File: src/rtl/tlb_pkg.sv
// Shared definitions for the set-associative TLB storage.
// Width defaults, VPN index/tag split and the resp_way width helper.
package tlb_pkg;

  localparam int VPN_W_DEF = 27;
  localparam int PPN_W_DEF = 44;

  function automatic int clog2_min1(input int n);
    return (n <= 1) ? 1 : $clog2(n);
  endfunction

  function automatic logic [63:0] vpn_index(
    input logic [63:0] vpn,
    input int          idx_w
  );
    return vpn & ((64'd1 << idx_w) - 64'd1);
  endfunction

  function automatic logic [63:0] vpn_tag(
    input logic [63:0] vpn,
    input int          idx_w
  );
    return vpn >> idx_w;
  endfunction

endpackage

File: src/rtl/tlb_set_array_if.sv
// Lookup, response, fill and flush bundle between the
// translation front end / page walker and the TLB storage.
interface tlb_set_array_if
  import tlb_pkg::*;
#(
  parameter int VPN_W = VPN_W_DEF,
  parameter int PPN_W = PPN_W_DEF,
  parameter int WAY_W = 1
);
  logic             lookup_valid;
  logic [VPN_W-1:0] lookup_vpn;
  logic             resp_valid;
  logic             resp_hit;
  logic [PPN_W-1:0] resp_ppn;
  logic [WAY_W-1:0] resp_way;
  logic             fill_valid;
  logic [VPN_W-1:0] fill_vpn;
  logic [PPN_W-1:0] fill_ppn;
  logic             flush;

  modport master (
    output lookup_valid, lookup_vpn,
    output fill_valid, fill_vpn, fill_ppn,
    output flush,
    input  resp_valid, resp_hit,
    input  resp_ppn, resp_way
  );

  modport slave (
    input  lookup_valid, lookup_vpn,
    input  fill_valid, fill_vpn, fill_ppn,
    input  flush,
    output resp_valid, resp_hit,
    output resp_ppn, resp_way
  );
endinterface

File: src/rtl/tlb_victim_sel.sv
// Picks the way a fill writes in one set: matching way, else
// lowest invalid way, else the round-robin way (which advances).
module tlb_victim_sel #(
  parameter int WAYS  = 2,
  parameter int WAY_W = 1
) (
  input  logic [WAYS-1:0]  valid_i,
  input  logic [WAYS-1:0]  match_i,
  input  logic [WAY_W-1:0] rr_i,
  output logic [WAY_W-1:0] way_o,
  output logic             adv_o
);
  logic [WAY_W-1:0] mway;
  logic [WAY_W-1:0] iway;

  always_comb begin
    mway = '0;
    iway = '0;
    for (int w = WAYS - 1; w >= 0; w--) begin
      if (match_i[w])  mway = WAY_W'(w);
      if (!valid_i[w]) iway = WAY_W'(w);
    end
  end

  always_comb begin
    way_o = rr_i;
    adv_o = 1'b0;
    if (|match_i) begin
      way_o = mway;
    end else if (!(&valid_i)) begin
      way_o = iway;
    end else begin
      adv_o = 1'b1;
    end
  end
endmodule

File: src/rtl/tlb_set_array.sv
// SETS x WAYS TLB storage with registered lookup response,
// victim-selected fill and global flush.
module tlb_set_array
  import tlb_pkg::*;
#(
  parameter int VPN_W = VPN_W_DEF,
  parameter int PPN_W = PPN_W_DEF,
  parameter int SETS  = 4,
  parameter int WAYS  = 2
) (
  input  logic        clk,
  input  logic        rst_n,
  tlb_set_array_if.slave bus
);
  localparam int IDX_W = $clog2(SETS);
  localparam int TAG_W = VPN_W - IDX_W;
  localparam int WAY_W = clog2_min1(WAYS);

  typedef struct packed {
    logic             valid;
    logic [TAG_W-1:0] tag;
    logic [PPN_W-1:0] ppn;
  } entry_t;

  entry_t           ent_q [SETS][WAYS];
  logic [WAY_W-1:0] rr_q  [SETS];

  logic             resp_valid_q;
  logic             resp_hit_q, resp_hit_d;
  logic [PPN_W-1:0] resp_ppn_q, resp_ppn_d;
  logic [WAY_W-1:0] resp_way_q, resp_way_d;

  logic [IDX_W-1:0] l_idx, f_idx;
  logic [TAG_W-1:0] l_tag, f_tag;
  logic [WAYS-1:0]  f_valid, f_match;
  logic [WAY_W-1:0] f_way, rr_d;
  logic             f_adv;

  assign l_idx = IDX_W'(vpn_index(64'(bus.lookup_vpn), IDX_W));
  assign l_tag = TAG_W'(vpn_tag(64'(bus.lookup_vpn), IDX_W));
  assign f_idx = IDX_W'(vpn_index(64'(bus.fill_vpn), IDX_W));
  assign f_tag = TAG_W'(vpn_tag(64'(bus.fill_vpn), IDX_W));

  always_comb begin
    resp_hit_d = 1'b0;
    resp_ppn_d = '0;
    resp_way_d = '0;
    for (int w = 0; w < WAYS; w++) begin
      if (ent_q[l_idx][w].valid && ent_q[l_idx][w].tag == l_tag) begin
        resp_hit_d = 1'b1;
        resp_ppn_d = ent_q[l_idx][w].ppn;
        resp_way_d = WAY_W'(w);
      end
    end
  end

  always_comb begin
    f_valid = '0;
    f_match = '0;
    for (int w = 0; w < WAYS; w++) begin
      f_valid[w] = ent_q[f_idx][w].valid;
      f_match[w] = ent_q[f_idx][w].valid
                   && ent_q[f_idx][w].tag == f_tag;
    end
  end

  tlb_victim_sel #(
    .WAYS  (WAYS),
    .WAY_W (WAY_W)
  ) u_victim (
    .valid_i (f_valid),
    .match_i (f_match),
    .rr_i    (rr_q[f_idx]),
    .way_o   (f_way),
    .adv_o   (f_adv)
  );

  // Explicit wrap keeps WAYS=1 correct despite the 1-bit minimum width.
  assign rr_d = (rr_q[f_idx] == WAY_W'(WAYS - 1))
                ? '0 : rr_q[f_idx] + 1'b1;

  always_ff @(posedge clk) begin
    if (!rst_n) begin
      for (int s = 0; s < SETS; s++) begin
        rr_q[s] <= '0;
        for (int w = 0; w < WAYS; w++) ent_q[s][w].valid <= 1'b0;
      end
      resp_valid_q <= 1'b0;
      resp_hit_q   <= 1'b0;
      resp_ppn_q   <= '0;
      resp_way_q   <= '0;
    end else begin
      if (bus.flush) begin
        for (int s = 0; s < SETS; s++)
          for (int w = 0; w < WAYS; w++) ent_q[s][w].valid <= 1'b0;
      end else if (bus.fill_valid) begin
        ent_q[f_idx][f_way] <= '{valid: 1'b1, tag: f_tag,
                                 ppn: bus.fill_ppn};
        if (f_adv) rr_q[f_idx] <= rr_d;
      end
      resp_valid_q <= bus.lookup_valid;
      if (bus.lookup_valid) begin
        resp_hit_q <= resp_hit_d;
        resp_ppn_q <= resp_ppn_d;
        resp_way_q <= resp_way_d;
      end
    end
  end

  assign bus.resp_valid = resp_valid_q;
  assign bus.resp_hit   = resp_hit_q;
  assign bus.resp_ppn   = resp_ppn_q;
  assign bus.resp_way   = resp_way_q;
endmodule

File: src/flat_wrapper.sv
// flat-port wrapper written by rule: the top's interface ports become plain ports
module tlb_set_array_flat import tlb_pkg::*;
#(
  parameter int VPN_W = VPN_W_DEF,
  parameter int PPN_W = PPN_W_DEF,
  parameter int SETS  = 4,
  parameter int WAYS  = 2
)
  (clk, rst_n, bus_lookup_valid, bus_lookup_vpn, bus_fill_valid, bus_fill_vpn, bus_fill_ppn, bus_flush, bus_resp_valid, bus_resp_hit, bus_resp_ppn, bus_resp_way);
  tlb_set_array_if #(.VPN_W(VPN_W), .PPN_W(PPN_W), .WAY_W(1)) bus_i ();
  input  logic clk;
  input  logic rst_n;
  input wire logic [$bits(bus_i.lookup_valid)-1:0] bus_lookup_valid;
  input wire logic [$bits(bus_i.lookup_vpn)-1:0] bus_lookup_vpn;
  input wire logic [$bits(bus_i.fill_valid)-1:0] bus_fill_valid;
  input wire logic [$bits(bus_i.fill_vpn)-1:0] bus_fill_vpn;
  input wire logic [$bits(bus_i.fill_ppn)-1:0] bus_fill_ppn;
  input wire logic [$bits(bus_i.flush)-1:0] bus_flush;
  output wire logic [$bits(bus_i.resp_valid)-1:0] bus_resp_valid;
  output wire logic [$bits(bus_i.resp_hit)-1:0] bus_resp_hit;
  output wire logic [$bits(bus_i.resp_ppn)-1:0] bus_resp_ppn;
  output wire logic [$bits(bus_i.resp_way)-1:0] bus_resp_way;
  assign bus_i.lookup_valid = bus_lookup_valid;
  assign bus_i.lookup_vpn = bus_lookup_vpn;
  assign bus_i.fill_valid = bus_fill_valid;
  assign bus_i.fill_vpn = bus_fill_vpn;
  assign bus_i.fill_ppn = bus_fill_ppn;
  assign bus_i.flush = bus_flush;
  assign bus_resp_valid = bus_i.resp_valid;
  assign bus_resp_hit = bus_i.resp_hit;
  assign bus_resp_ppn = bus_i.resp_ppn;
  assign bus_resp_way = bus_i.resp_way;
  tlb_set_array #(.VPN_W(VPN_W), .PPN_W(PPN_W), .SETS(SETS), .WAYS(WAYS)) u_core (.clk(clk), .rst_n(rst_n), .bus(bus_i));
endmodule
File: config.mk
export PLATFORM = sky130hd
export DESIGN_NAME = tlb_set_array_flat
export DESIGN_NICKNAME = d
export VERILOG_FILES = /design/src/rtl/tlb_pkg.sv /design/src/rtl/tlb_set_array_if.sv /design/src/rtl/tlb_victim_sel.sv /design/src/rtl/tlb_set_array.sv /design/src/flat_wrapper.sv
export SDC_FILE = /design/constraint.sdc
export NUM_CORES = 1
export LEC_CHECK = 0
export ABC_CLOCK_PERIOD_IN_PS = 13000
export CORE_MARGIN = 10
export CORE_UTILIZATION = 40
export DETAILED_ROUTE_END_ITERATION = 8
export GPL_TIMING_DRIVEN = 1
export PLACE_DENSITY = 0.58
export SYNTH_ARGS = -nofsm -noshare
export SYNTH_HDL_FRONTEND = slang
export SYNTH_SLANG_ARGS = --single-unit
File: constraint.sdc
create_clock -name clk -period 13 [get_ports clk]
set_input_delay 2.6 -clock clk [delete_from_list [all_inputs] [get_ports clk]]
set_output_delay 2.6 -clock clk [all_outputs]
set_load 0.01 [all_outputs]
==> results of run 1 <==
-- routing by layer --
metal,vias up,GRT usage (%)
li1,5727,-
met1,6843,22.0
met2,381,27.4
met3,86,3.34
met4,4,5.23
met5,-,0
-- cell families after synthesis --
group	share of synthesized area, %
buf+inv	2.83
flops	70.5
compound gates	4.28
simple gates	1.89
mux	17.2
xor+xnor	3.27
-- sequential cells by signal (all words and copies together), names as in the netlist --
signal	flops
u_core.bus.resp_way	1
u_core.bus.resp_valid	1
u_core.ent_q	560
u_core.bus.resp_ppn	44
u_core.rr_q	4
u_core.bus.resp_hit	1
-- worst min-delay path by stage --
stage | startpoint | end | slack [ps]
after floorplan | u_core.ent_q[2][69] | u_core.ent_q[2][69] | 440
after global placement | u_core.bus.resp_ppn[11] | u_core.bus.resp_ppn[11] | 460
after detailed placement | u_core.bus.resp_ppn[16] | u_core.bus.resp_ppn[16] | 470
after CTS | u_core.bus.resp_ppn[40] | u_core.bus.resp_ppn[40] | 480
after global routing | u_core.ent_q[2][139] | u_core.ent_q[2][139] | 500
final | u_core.bus.resp_ppn[40] | u_core.bus.resp_ppn[40] | 480
-- stage by stage --
step / cells / util (%)
floorplan: 1343 / -
global placement: 2281 / 44.4
detailed placement: 2281 / 44.4
CTS: 2403 / 47.8
global route: 2403 / 47.8
finish: 2403 / 47.8
-- cell type report --
type                            count  area [um^2]
Clock inverter                     21          168
Clock buffer                      101         1930
Inverter                           95          357
Tap cell                          837         1050
Sequential cell                   611        17800
Timing Repair Buffer              168         1630
Fill cell                        5174        32400
Multi-Input combinational cell    570         6780
-- power by group through the flow --
stage	combinational (mW)	sequential, mW	clock [mW]
after global routing	0.264	2.16	1.93
final	0.245	2.16	1.80
after detailed placement	0.250	2.20	0
after floorplan	0.139	2.20	0
after global placement	0.248	2.20	0
after CTS	0.250	2.16	1.85
-- cell usage in the layout, fill, tap and decap left out, drive strengths merged, types with 11 or more instances in the layout --
master,synthesis,routed
edfxtp,553,553
mux4,165,165
clkdlybuf4s50,0,145
clkbuf,22,101
inv,93,96
o21ai,61,61
mux2i,58,58
dfxtp,58,58
xnor2,51,51
a2bb2oi,44,44
xor2,43,43
nand2,23,23
buf,45,23
nor2,20,20
clkinv,2,16
nor4,15,15
a21oi,12,12
nand4,11,11
-- critical path, stage by stage --
cell	delay, ps
sky130_fd_sc_hd__buf_4	400
sky130_fd_sc_hd__buf_4	850
sky130_fd_sc_hd__mux2i_1	340
sky130_fd_sc_hd__o21ai_0	110
sky130_fd_sc_hd__nor4_1	320
sky130_fd_sc_hd__a21oi_1	70
sky130_fd_sc_hd__nor4_1	310
sky130_fd_sc_hd__o2111ai_1	360
sky130_fd_sc_hd__a21bo_2	590
sky130_fd_sc_hd__nor2b_4	960
sky130_fd_sc_hd__buf_4	730
==> impl_metrics.toml, run 1 <==
[detailed_routing]
top_layer_used = "met5"
route.met2.wl_um = 30300
routed_wirelength_um = 61400
num_vias = 13041
antenna_violating_nets_post_route = 0
dr.first_iter.drc_count = 1213
drc_violations_left = 0
route.met3.wl_um = 3590
viasPerCell = 5.43
detailedRoute.firstPassIterationCount = 5
wire_per_inst_um = 25.6
m1WireLength_um = 26200

[clock_tree]
cts_tree = "yes"
tritoncts.num_buffers = 67
numClockSinks = 611
postCtsSetupBuffers = 0
cts_hold_repair.buffers = 0
cts_buffer_depth = 3
path_clk_slew_ps = 50
cts_root_buffer = "sky130_fd_sc_hd__clkbuf_16"
ctsHtreeMaxLevel = 3
clk_latency_ps = 600
cts_resized = 0

[sta]
maximum_achievable_frequency_ghz = 0.133
report.final.slew_viol_count = 0
slew_at_the_pin_closest_to_its_max_slew_limit_ps = 1110
layout_setup_ws_ps = 5460
timing.final.hold_violations = 0
timing.slew.headroom_pct = 25.6
hold_slack_ps = 478
setup_repair_after_global_routing_missed_its_margin = "no"
layout_min_cycle_time_ps = 7540
finalCritPeriodShare_pct = 58.0
setup-violations-final = 0
worst_clock_skew_ps = 24.6
setup_tns_ps = 0

[power_and_ir_drop]
switching_share_pct = 21.2
static-leakage-power_nw = 9.77
powerDensity_mw_per_mm2 = 142
combinationalPowerShare_pct = 5.8
p_total_mw = 4.21
power.share.sequential_pct = 51.3
power_frac_clock_pct = 42.9
intPower_mw = 3.31
net_switching_component_of_the_power_mw = 0.891
ir_worst_vdd_mv = 0.0886

[layout]
layout_cell_share_with_drive_strength_beyond_1_pct = 18.9
num_antenna_cells = 0
synthToLayoutAreaGrowth_pct = 17.8
post-route-cell-area_mm2 = 0.0297
finish.net_count = 1616

[yosys]
syn_nets = 1446
synth_seq_area_share_pct = 70.5
synth_ff_type = "sky130_fd_sc_hd__edfxtp_1"
synth_enable_flop_cells = 553
yosys.cell_count.top_type = "sky130_fd_sc_hd__edfxtp_1"
asyncSetResetFlopFracSynth_pct = 0
post_synthesis_register_bit_count = 611
synth-warning-count = 0
area_of_the_mapped_netlist_mm2 = 0.0252
syn-instance-count = 1343
synth_cell_types = 50
synthTopCellsByArea = "sky130_fd_sc_hd__edfxtp_1, sky130_fd_sc_hd__mux4_2, sky130_fd_sc_hd__dfxtp_1, sky130_fd_sc_hd__mux2i_1, sky130_fd_sc_hd__xnor2_1"
synth_commonest_cells = "sky130_fd_sc_hd__edfxtp_1, sky130_fd_sc_hd__mux4_2, sky130_fd_sc_hd__inv_1"
synth_largest_area_cell = "sky130_fd_sc_hd__edfxtp_1"
avg_inst_size_synth_um2 = 18.8
yosysTopAreaCellShare_pct = 65.9

[placed_design]
dpl_cell_area_mm2 = 0.0276
place.gp.congestion = 0.811
numPortBuffers = 149
dp.final_hpwl_um = 38200
preCtsSetupSlack_ps = 4740

[setup_path]
r2r_slack_ps = 8150
timing.critical_path.arrival_ps = 7760
cp_max_fo = 60
worst-endpoint-required_ps = 13220
startpoint = "bus_fill_vpn[1]"
worstSetupStartpointType = "primary input"
timing.rr.start = "u_core.ent_q[3][125]"
setup.worst_path.end_class = "flip-flop"
type_of_the_worst_setup_path = "primary input to flip-flop"
r2r_end = "u_core.ent_q[1][73]"
cp-endpoint = "u_core.ent_q[1][73]"
rr_worst_depth = 8

[min_path]
hold_class = "flip-flop to flip-flop"
holdPathStages = 2

[grt]
total_routing_usage_reported_by_global_routing_pct = 16.7
globalRoute.totalOverflow = 0
global_route_wire_length_before_repair_um = 91900
antenna_found_initial = 3
grt_max_degree = 67
via_count_of_the_first_global_routing_pass = 14213

[flow_run]
number_of_max_capacitance_violations_reported = 0

[die]
floorplan.core_area_mm2 = 0.0621
num_rows = 91
floorplan.io_pins = 150
dieWidth_um = 271
die_h_um = 271
dieArea_mm2 = 0.0734
initial_core_util_pct = 40.6

[outcome]
outcome = "completed"
Note: power is estimated with default switching activity, not from simulation.
==> inputs of run 2 (changes only) <==
Settings changed: ABC_CLOCK_PERIOD_IN_PS 13000 to 7590.
Clock period 13 ns to 7.59 ns, I/O delays scaled along.
==> impl_metrics.toml, run 2 (synthesized netlist as in run 1, its figures left out) <==
[sta]
worst_clock_skew_ps = 28.6
timing.slew.headroom_pct = 29.7
layout_min_cycle_time_ps = 5660
report.final.slew_viol_count = 0
maximum_achievable_frequency_ghz = 0.177
slew_at_the_pin_closest_to_its_max_slew_limit_ps = 1050
hold_slack_ps = 473
finalCritPeriodShare_pct = 74.6
setup-violations-final = 0
setup_tns_ps = 0
timing.final.hold_violations = 0
setup_repair_after_global_routing_missed_its_margin = "no"

[die]
dieArea_mm2 = 0.0734
floorplan.core_area_mm2 = 0.0621
floorplan.io_pins = 150
die_h_um = 271
initial_core_util_pct = 40.6
dieWidth_um = 271
num_rows = 91

[layout]
layout_commonest_cell = "sky130_fd_sc_hd__edfxtp_1"
fillCellCount = 5190
leading_cell_types_in_the_layout_fill_and_taps_excluded = "sky130_fd_sc_hd__edfxtp_1, sky130_fd_sc_hd__mux4_2, sky130_fd_sc_hd__clkdlybuf4s50_1, sky130_fd_sc_hd__inv_1, sky130_fd_sc_hd__clkbuf_16"
synthToLayoutAreaGrowth_pct = 18.3
largest-register = "u_core.ent_q"
finish.net_count = 1627
largest_register_ffs = 560
layout_cell_share_with_drive_strength_beyond_1_pct = 19.7

[setup_path]
type_of_the_worst_setup_path = "primary input to flip-flop"
timing.critical_path.arrival_ps = 5930
critPathMaxStageDelay_ps = 790
rr_worst_depth = 8
worst-endpoint-required_ps = 7860
cp_max_fo = 63
setup.worst_path.end_class = "flip-flop"
r2r_end = "u_core.ent_q[0][76]"
slowest_stage = "sky130_fd_sc_hd__nor2b_4"
worstSetupStartpointType = "primary input"
critical_path.cell_chain = "buf_4 -> mux4_2 -> xnor2_1 -> nand2_1 -> a2111oi_0 -> o2111ai_1 -> a21bo_2 -> nor2b_4 -> buf_4"
timing.rr.start = "u_core.ent_q[3][124]"
crit_path_frequent_cell = "sky130_fd_sc_hd__buf_4"
r2r_slack_ps = 3230

[grt]
grt_max_degree = 64
global_route_wire_length_before_repair_um = 92900
antenna_found_initial = 3
globalRoute.totalOverflow = 0
total_routing_usage_reported_by_global_routing_pct = 16.9
via_count_of_the_first_global_routing_pass = 14143

[detailed_routing]
drc_violations_left = 0
num_vias = 13269
wire_per_inst_um = 25.7
viasPerCell = 5.50
routed_wirelength_um = 62000
antenna_violating_nets_post_route = 0
detailedRoute.firstPassIterationCount = 5
dr.first_iter.drc_count = 1084

[placed_design]
numPortBuffers = 149
place.gp.congestion = 0.831
dp.final_hpwl_um = 38900

[clock_tree]
ctsHtreeMaxLevel = 3
clk_latency_ps = 600
cts_root_buffer = "sky130_fd_sc_hd__clkbuf_16"
path_clk_slew_ps = 60
cts_buffer_depth = 3
postCtsSetupBuffers = 0
numClockSinks = 611
cts_resized = 0
cts_tree = "yes"
cts_hold_repair.buffers = 0
tritoncts.num_buffers = 66

[power_and_ir_drop]
power_frac_clock_pct = 42.7
intPower_mw = 5.65
net_switching_component_of_the_power_mw = 1.53
power.share.sequential_pct = 51.4
ir_worst_vdd_mv = 0.155
switching_share_pct = 21.3
static-leakage-power_nw = 9.85
combinationalPowerShare_pct = 5.9
powerDensity_mw_per_mm2 = 241

[min_path]
hold_path.startpoint = "u_core.bus.resp_ppn[13]"
holdPathStages = 2
timing.hold.worst_endpoint = "u_core.bus.resp_ppn[13]"
hold_class = "flip-flop to flip-flop"

[flow_run]
number_of_max_capacitance_violations_reported = 0

[outcome]
outcome = "completed"
[run 2: cell types whose count changed in the layout (fill, tap and decap cells not counted), sizes merged]
cell / delta
buf: +12
bufinv: +1
clkbuf: -11
clkinv: +10
clkinvlp: -1
diode: +1
inv: -1
[run 2: layout make-up]
cell class                      instances  area, um^2  area share (%)
Tap cell                              837        1050            3.51
Multi-Input combinational cell        570        6780            22.7
Antenna cell                            1        2.50         0.00840
Timing Repair Buffer                  180        1770            5.95
Inverter                               95         357            1.20
Clock buffer                           90        1840            6.16
Clock inverter                         30         248           0.831
Sequential cell                       611       17800            59.6
[run 2: worst max-delay path by stage]
stage | startpoint | end | slack, ps | cells after the start
floorplan | bus_fill_vpn[0] | u_core.ent_q[1][100] | 270 | 10
global placement | bus_fill_vpn[1] | u_core.ent_q[0][104] | 1340 | 11
detailed placement | bus_fill_vpn[1] | u_core.ent_q[0][88] | 1370 | 11
CTS | bus_fill_vpn[1] | u_core.ent_q[0][76] | 1980 | 11
global route | bus_fill_vpn[1] | u_core.ent_q[0][81] | 1640 | 10
finish | bus_fill_vpn[1] | u_core.ent_q[0][76] | 1930 | 9
[run 2: metal layers]
metal / track usage (%) / vias to the layer above / wire [um]
li1: - / 5759 / -
met1: 22.6 / 7009 / 27000
met2: 26.9 / 410 / 29700
met3: 3.82 / 87 / 3760
met4: 5.35 / 4 / 1500
met5: 0 / - / 40
[run 2: per-stage QoR]
step           util (%)  cells  cell area (um^2)  setup slack, ps  power [mW]
2_1_floorplan         -   1343             25200              266        4.00
3_3_place_gp       44.7   2293             27700             1340        4.19
3_5_place_dp       44.7   2293             27700             1370        4.19
4_1_cts            48.0   2413             29800             1980        7.26
5_1_grt            48.0   2413             29800             1640        7.43
6_report           48.0   2414             29800             1930        7.18
[run 2: critical path, delay by kind of cell]
family	cells	cell delay, ps
compound gates	3	1740
xor+xnor	1	150
buf+inv	2	1090
mux	1	430
simple gates	2	930
[run 2: power by group through the flow]
stage                     combinational (mW)  sequential, mW  clock (mW)
after floorplan                        0.238            3.77           0
after global placement                 0.427            3.76           0
after detailed placement               0.430            3.76           0
after CTS                              0.431            3.69        3.14
after global routing                   0.457            3.69        3.28
final                                  0.424            3.69        3.06
